==> config.mk <==
export PLATFORM = sky130hd
export DESIGN_NAME = ncc_peak_tracker
export DESIGN_NICKNAME = d
export VERILOG_FILES = /design/src/rtl/ncc_peak_tracker.sv
export SDC_FILE = /design/constraint.sdc
export NUM_CORES = 1
export LEC_CHECK = 0
export ABC_AREA = 1
export CAP_MARGIN = 0
export CORE_MARGIN = 3
export CORE_UTILIZATION = 40
export CTS_CLUSTER_DIAMETER = 30
export DETAILED_ROUTE_END_ITERATION = 8
export GPL_TIMING_DRIVEN = 0
export PLACE_DENSITY = 0.65
export REMOVE_ABC_BUFFERS = 1
export SETUP_SLACK_MARGIN = 0.15
export SYNTH_ARGS = -nofsm -noshare
export SYNTH_HDL_FRONTEND = slang
export SYNTH_SLANG_ARGS = --single-unit
==> constraint.sdc <==
create_clock -name clk -period 7.64 [get_ports clk]
set_clock_uncertainty 0.05 [all_clocks]
set_input_delay 1.91 -clock clk [delete_from_list [all_inputs] [get_ports clk]]
set_output_delay 1.91 -clock clk [all_outputs]
set_load 0.03 [all_outputs]
==> src/rtl/ncc_peak_tracker.sv <==
// ---------------------------------------------------------------------------
// ncc_peak_tracker
//
// Reduces the 16 per-row signed accumulator outputs of the NCC PE array to a
// single 12-bit signed correlation score per window position, tracks the
// maximum score over a raster scan of POS_X x POS_Y positions, and hands the
// best-match coordinate and score to the star-tracking controller.
//
// Ports
//   clk         clock
//   rst         asynchronous, active-high reset
//   start       one-cycle pulse, begins a search (IDLE only)
//   abort       synchronous cancel back to IDLE from any state
//   acc_valid   acc_in carries the row sums of the next raster position
//   acc_ready   high while scanning
//   acc_in      16 x 8-bit two's-complement row sums
//   thresh      signed detection threshold, captured on start
//   res_valid   result available (held until res_ready)
//   res_ready   consumer accepts the result
//   best_x      column of the best match
//   best_y      row of the best match
//   best_score  signed best score
//   found       best_score >= captured threshold, qualified by res_valid
// ---------------------------------------------------------------------------
module ncc_peak_tracker #(
    parameter int POS_X = 625,
    parameter int POS_Y = 465,
    parameter int XW    = $clog2(POS_X),
    parameter int YW    = $clog2(POS_Y)
) (
    input  logic                clk,
    input  logic                rst,
    input  logic                start,
    input  logic                abort,
    input  logic                acc_valid,
    output logic                acc_ready,
    input  logic [15:0][7:0]    acc_in,
    input  logic signed [11:0]  thresh,
    output logic                res_valid,
    input  logic                res_ready,
    output logic [XW-1:0]       best_x,
    output logic [YW-1:0]       best_y,
    output logic signed [11:0]  best_score,
    output logic                found
);

    typedef enum logic [1:0] {
        ST_IDLE  = 2'd0,
        ST_SCAN  = 2'd1,
        ST_FLUSH = 2'd2,
        ST_DONE  = 2'd3
    } state_t;

    // Sign-extend each 8-bit row sum to 12 bits and add them. 16 * [-128,127]
    // spans [-2048,2032], which always fits, so no saturation is needed.
    function automatic logic signed [11:0] sum_rows(input logic [15:0][7:0] rows);
        logic signed [11:0] acc;
        acc = 12'sd0;
        for (int i = 0; i < 16; i++) begin
            acc = acc + {{4{rows[i][7]}}, rows[i]};
        end
        return acc;
    endfunction

    state_t                state_r;
    state_t                state_nx;

    logic                  acc_ready_r;
    logic                  res_valid_r;

    logic [XW-1:0]         x_r;
    logic [YW-1:0]         y_r;
    logic                  first_r;
    logic signed [11:0]    thresh_r;

    logic                  s1_valid_r;
    logic signed [11:0]    s1_sum_r;
    logic [XW-1:0]         s1_x_r;
    logic [YW-1:0]         s1_y_r;

    logic [XW-1:0]         best_x_r;
    logic [YW-1:0]         best_y_r;
    logic signed [11:0]    best_score_r;

    logic                  start_go_s;
    logic                  accept_s;
    logic                  x_wrap_s;
    logic                  last_beat_s;
    logic                  update_s;

    // A start only counts in IDLE, and abort wins over it on the same edge.
    assign start_go_s  = (state_r == ST_IDLE) && start && !abort;
    // A beat is taken only while scanning; abort drops the beat offered with it.
    assign accept_s    = (state_r == ST_SCAN) && acc_ready_r && acc_valid && !abort;
    assign x_wrap_s    = (x_r == XW'(POS_X - 1));
    assign last_beat_s = accept_s && x_wrap_s && (y_r == YW'(POS_Y - 1));
    // Strict compare keeps the earliest position on ties (raster order).
    assign update_s    = s1_valid_r && !abort && (first_r || (s1_sum_r > best_score_r));

    // State register.
    always_ff @(posedge clk or posedge rst) begin
        if (rst) begin
            state_r <= ST_IDLE;
        end else begin
            state_r <= state_nx;
        end
    end

    // Next-state decode; abort returns to IDLE from every state.
    always_comb begin
        state_nx = state_r;
        if (abort) begin
            state_nx = ST_IDLE;
        end else begin
            case (state_r)
                ST_IDLE: begin
                    if (start) begin
                        state_nx = ST_SCAN;
                    end else begin
                        state_nx = ST_IDLE;
                    end
                end
                ST_SCAN: begin
                    if (last_beat_s) begin
                        state_nx = ST_FLUSH;
                    end else begin
                        state_nx = ST_SCAN;
                    end
                end
                ST_FLUSH: begin
                    state_nx = ST_DONE;
                end
                ST_DONE: begin
                    if (res_valid_r && res_ready) begin
                        state_nx = ST_IDLE;
                    end else begin
                        state_nx = ST_DONE;
                    end
                end
                default: begin
                    state_nx = ST_IDLE;
                end
            endcase
        end
    end

    // Handshake flags are registered copies of the next-state decode so they
    // track the state exactly without a combinational path to the outputs.
    always_ff @(posedge clk or posedge rst) begin
        if (rst) begin
            acc_ready_r <= 1'b0;
            res_valid_r <= 1'b0;
        end else begin
            acc_ready_r <= (state_nx == ST_SCAN);
            res_valid_r <= (state_nx == ST_DONE);
        end
    end

    // Raster position counters and per-search threshold capture.
    always_ff @(posedge clk or posedge rst) begin
        if (rst) begin
            x_r      <= {XW{1'b0}};
            y_r      <= {YW{1'b0}};
            thresh_r <= 12'sd0;
        end else if (abort) begin
            x_r      <= {XW{1'b0}};
            y_r      <= {YW{1'b0}};
            thresh_r <= thresh_r;
        end else if (start_go_s) begin
            x_r      <= {XW{1'b0}};
            y_r      <= {YW{1'b0}};
            thresh_r <= thresh;
        end else if (accept_s) begin
            thresh_r <= thresh_r;
            if (x_wrap_s) begin
                x_r <= {XW{1'b0}};
                y_r <= y_r + YW'(1);
            end else begin
                x_r <= x_r + XW'(1);
                y_r <= y_r;
            end
        end else begin
            x_r      <= x_r;
            y_r      <= y_r;
            thresh_r <= thresh_r;
        end
    end

    // Pipeline stage 1: row reduction plus the coordinate of that beat.
    always_ff @(posedge clk or posedge rst) begin
        if (rst) begin
            s1_valid_r <= 1'b0;
            s1_sum_r   <= 12'sd0;
            s1_x_r     <= {XW{1'b0}};
            s1_y_r     <= {YW{1'b0}};
        end else if (accept_s) begin
            s1_valid_r <= 1'b1;
            s1_sum_r   <= sum_rows(acc_in);
            s1_x_r     <= x_r;
            s1_y_r     <= y_r;
        end else begin
            s1_valid_r <= 1'b0;
            s1_sum_r   <= s1_sum_r;
            s1_x_r     <= s1_x_r;
            s1_y_r     <= s1_y_r;
        end
    end

    // Pipeline stage 2: running maximum. The first flag forces the first beat
    // of a search to load, so results of earlier searches never leak in.
    always_ff @(posedge clk or posedge rst) begin
        if (rst) begin
            first_r      <= 1'b0;
            best_x_r     <= {XW{1'b0}};
            best_y_r     <= {YW{1'b0}};
            best_score_r <= 12'sd0;
        end else if (start_go_s) begin
            first_r      <= 1'b1;
            best_x_r     <= best_x_r;
            best_y_r     <= best_y_r;
            best_score_r <= best_score_r;
        end else if (update_s) begin
            first_r      <= 1'b0;
            best_x_r     <= s1_x_r;
            best_y_r     <= s1_y_r;
            best_score_r <= s1_sum_r;
        end else begin
            first_r      <= first_r;
            best_x_r     <= best_x_r;
            best_y_r     <= best_y_r;
            best_score_r <= best_score_r;
        end
    end

    assign acc_ready  = acc_ready_r;
    assign res_valid  = res_valid_r;
    assign best_x     = best_x_r;
    assign best_y     = best_y_r;
    assign best_score = best_score_r;
    // Qualified by res_valid so it reads 0 out of reset and while idle.
    assign found      = res_valid_r && (best_score_r >= thresh_r);

endmodule

Word-level counts from Yosys, hierarchy flattened. Index checks and enable logic that the tools add are counted.

Eq/ne operators: 7. $lt $le $gt $ge: 2. Bitwise gates (word level): 2. Multiplexer cells: 16. Reductions and logical operators: 20. $add $sub $neg: 17.

Operators by type and width (number): $add 12x12->12 (11); $mux 10 (4); $mux 9 (4); $add 11x8->12 (1); $ge 12x12->1 (1); $gt 12x12->1 (1); $add 10x8->11 (1); $logic_and 1x1->1 (11); $add 10x1->10 const B (1); $add 9x8->10 (1); $eq 10x10->1 const B (1); $add 8x8->9 (1); $add 9x1->9 const B (1); $eq 9x9->1 const B (1); $pmux 2 s4 (1); $eq 2x2->1 const B (3); $mux 2 (3); $reduce_and 2->1 (3); $reduce_bool 3->1 (2); $eq 2x1->1 const B (2); $mux 1 (4); $logic_not 2->1 (1); $not 1->1 (2); $reduce_bool 2->1 (1); other kinds (2) (2).

Logic and storage cells: 78. Bits in registers: 99. Output and inout bits: 34.

Depth between registers and ports, before layout.
Word-level depth: 15. Mapped depth: 21. Mapped depth without buffers: 21.

Worst setup path after synthesis. Ideal clock, no wire load.

Path type: input to register. Start point: input port acc_in[2] (netlist name). End point: register s1_sum_r[8]. Path slack: 1.030 ns. Library setup time: 0.136 ns. Data arrival time: 6.424 ns. Stages on the path: 19. Cell sequence: inv_1 fa_1 inv_1 fa_1 fa_1 fa_1 fa_1 inv_1 fa_1 inv_1 ha_1 fa_1 nand3_1 nand2_1 nand2_1 nand2_1 a21oi_1 xor2_1 o21ai_0.

Word-level cells in the longest chain between the ends: 15.

RTL lines: from (decl) (line 37) `input logic [15:0][7:0] acc_in,`; $add 8x8->9 (line 60) `acc = acc + {{4{rows[i][7]}}, rows[i]};`; $add 9x8->10 (line 60); $add 10x8->11 (line 60); $add 11x8->12 (line 60); $add 12x12->12 (11 in series) (line 60); to (signal assigned) (line 198) `s1_sum_r <= sum_rows(acc_in);`; to (signal assigned) (line 203) `s1_sum_r <= s1_sum_r;`; to (decl) (line 77) `logic signed [11:0] s1_sum_r;`.

Every way passes these cells. A chain may end at the register's enable or synchronous reset.

Worst setup path after layout. Ends and elaborated chain as after synthesis.

==> out/results.env <==
RESULT_OF_THE_RUN='finished, final reports clean'
FINAL_ANTENNA_NET_COUNT=0
LAYOUT.NETS=1454
SETUP.REG_TO_REG.WORST_SLACK_NS=5.21
CRITICAL_PATH_CLASS='in2reg'
ANTENNA_FOUND_INITIAL=0
RR_WORST_DEPTH=12
HPWL_MM=14.6
GRT_SETUP_UNREPAIRED='no'
POSTSYNTHCELLCOUNT=968
POST-SYNTH-TOP-AREA-FRACTION=0.292
HOLD_VIOL=0
YOSYSUNIQUECELLTYPES=32
IOS=180
WORSTHOLDSTART='best_x[7]'
SYNTH_SEQ_AREA_SHARE=0.292
WORSTSETUPENDPOINTTYPE='register'
FRACTION_OF_FINAL_LAYOUT_CELLS_WITH_DRIVE_STRENGTH_GREATER_THAN_1=0.0287
CRIT-REG2REG-LAUNCH='best_score[11]'
DIE_AREA_MM2=0.0230
PLACEMENT_ROWS=52
NUMBER_OF_BUFFERS_ON_THE_LONGEST_CLOCK_PATH=2
CTS_INSERTED_BUFFERS=9
AREA_GROWTH_SYN_TO_LAYOUT_PCT=28.4
SYNTH-EDFF-COUNT=0
POWER.DENSITY_CELL_AREA_mW_PER_MM2=469
WORST-ENDPOINT-ARRIVAL_NS=7.23
CTS-HTREE-LEVELS=3
DRCVIOLATIONCOUNT=0
TIMING_LIMITED_MAXIMUM_FREQUENCY_GHz=0.141
DRTITER0DRC=319
SYN_AREA_PER_CELL_UM2=8.76
GRT_PASS1_VIAS=6498
FP.DIEW_UM=152
TIMING.CRITICAL_PATH.REQUIRED_NS=7.80
ANTENNA-DIODE-COUNT=0
TIMING.MAX_SLEW.REL_SLACK=0.440
CRITICAL_PATH.REG2REG.ENDPOINT='best_x[6]'
ROOT_BUFFER='clkbuf_16'
SETUP_TOTAL_NEGATIVE_SLACK_NS=0
CLOCK-SINKS=99
POST-SYNTH-TOP-AREA-CELL='dfrtp_1'
IO_BUFFER_COUNT=179
YS_FF_LATCH=99
MIN_TO='best_x[7]'
MAXCAPVIOLCOUNT=0
SYNTH.CELL_AREA_MM2=0.00848
CORE_MM2=0.0206
TIMING.HOLD.WORST_PATH_DEPTH=2
CP-STARTPOINT='acc_in[2]'
WORSTHOLDPATHTYPE='reg2reg'
SYNTH.TOP_CELLS.BY_COUNT='inv_1, nand2_1, fa_1'
GRT_USE_TOTAL=0.165
GP_CONGESTION=0.831
HOLDBUFCOUNTCTS=0
POST-CTS-SETUP-BUFFER-COUNT=0
CLOCK_TREE_FROM_TRITONCTS='built'
STATIC-LEAKAGE-POWER_nW=5.57
FINAL_MAX_SLEW_VIOL_COUNT=0
DETAILROUTE.VIA_COUNT=6341
PRE_ANTENNA_DRT_ITERS=5
CLOCK_INSERTION_DELAY_WORST_SKEW_NS=0.34
VIA_PER_INST=4.47
SYNTH-WARNING-COUNT=0
MIN_PERIOD_NS=7.07
PEAKVDDDROP_mV=0.690
ASYNC_FLOP_SHARE=1.00
POST_CTS_RESIZED=0
YS.FLOP_TYPE='dfrtp_1'
INITIAL_UTILIZATION=0.412
TIMING.CRITICAL_PATH.FANOUT_MAX=3
CLK_PIN_SLEW_WORST_PATHS_NS=0.07
SYNTH_TOP_CELLS_BY_AREA='dfrtp_1, fa_1, inv_1, nand2_1, ha_1'
SLEW_WORST_PIN_NS=0.839
WORST_HOLD_SLACK_NS=0.421
YOSYS.CELL_COUNT.TOP_TYPE='inv_1'
DIE-HEIGHT_UM=152
FINALCRITPERIODSHARE=0.925
LARGEST_NET_DEGREE_AT_THE_START_OF_GLOBAL_ROUTING=59
GR-TOTAL-OVERFLOW=0
POSTROUTEWIRELENGTH_MM=17.6
GRT_PASS1_WL_MM=30.6
SETUP_VIOL_COUNT_FINAL=0
DRT-WIRELENGTH-PER-CELL_UM=12.4
TIMING.CRITICAL_PATH.FROM_TYPE='primary input'
[worst max-delay path, stage by stage]
cell	delay (ns)
clkdlybuf4s50_1	0.47
inv_1	0.06
fa_1	0.53
inv_1	0.05
fa_1	0.51
fa_1	0.52
fa_1	0.53
fa_1	0.55
inv_1	0.06
fa_1	0.53
inv_1	0.05
ha_1	0.26
fa_1	0.42
nand3_1	0.10
nand2_1	0.10
nand2_1	0.09
nand2_1	0.06
a21oi_1	0.15
xor2_1	0.17
o21ai_0	0.10
[final cells by class]
class                      count  area (µm²)
tap                          270         338
inverter                     292        1100
fill                        1893        9670
sequential                    99        2480
multi-input combinational    559        4800
clock inverter                 3        46.3
clock buffer                  13         260
timing repair buffer         182        1870
[power by group]
group | leakage (nW) | switching (mW) | internal, mW
clock | 0.146 | 0.192 | 0.273
combinational | 4.10 | 2.32 | 1.68
sequential | 1.33 | 0.0569 | 0.591
total | 5.57 | 2.57 | 2.54
[cells by family after synthesis]
group                    Yosys count  synth area share
buffers and inverters            310             0.143
adder cells (fa/ha/maj)          165             0.350
AND/OR/NAND/NOR                  296             0.150
XOR/XNOR                          13            0.0134
flip-flops                        99             0.292
AO/OA/AOI/OAI                     85            0.0521
[layout by cell type (no fill, tap or decap)]
master,netlist,routed
xor2_1,8,8
nand2_1,184,184
inv_4,1,2
a31oi_1,1,1
bufinv_16,0,1
clkbuf_16,0,9
nand4_1,12,12
nor2_4,1,1
o21a_1,3,3
clkinvlp_4,0,1
buf_16,0,2
o21bai_1,1,1
ha_1,45,45
dfrtp_1,99,99
nand3b_1,2,2
fa_1,120,120
nor2_1,27,25
nor4_1,2,2
nor3_1,5,5
a21oi_1,24,24
clkbuf_8,0,2
inv_1,288,286
nand2_4,2,2
clkinv_1,0,1
nand3_2,1,1
buf_12,0,1
o21ai_0,51,51
inv_2,3,3
nand2_2,3,3
and3_1,1,1
clkbuf_1,7,2
nor2_2,2,4
o21ai_1,1,1
nand3_1,54,54
xnor2_1,5,5
clkinv_4,0,1
o22ai_1,4,4
clkdlybuf4s50_1,0,179
[layer usage]
layer  track usage  up-vias  part of all wire
li1              -     3196                 -
met1         0.217     3016              0.43
met2         0.290      114              0.51
met3        0.0309       15             0.053
met4        0.0279        0             0.011
met5             0        -                 0
[how the worst max path moves through the flow]
stage	slack, ns	to	cells past startpoint
2_1_floorplan	1.00	s1_sum_r[8]	19
3_3_place_gp	0.23	s1_sum_r[8]	20
3_5_place_dp	0.16	s1_sum_r[8]	20
4_1_cts	0.51	s1_sum_r[8]	20
5_1_grt	0.37	s1_sum_r[8]	20
6_report	0.57	s1_sum_r[8]	20
[metrics by stage]
step	worst slack, ns	power, mW	util	area [µm²]	cells
after global routing	0.373	5.83	0.530	10900	1418
final	0.571	5.11	0.530	10900	1418
after detailed placement	0.157	4.68	0.513	10600	1401
after CTS	0.506	5.17	0.528	10900	1417
after floorplan	1.00	3.83	-	8370	950
after global placement	0.228	4.66	0.511	10500	1399
[state kept, by name, indices dropped and copies added (netlist names), 10 cells and up]
name	cells
best_score	12
s1_sum_r	12
thresh_r	12
best_x	10
s1_x_r	10
x_r	10
No activity file was read; power rests on OpenSTA's default activity.
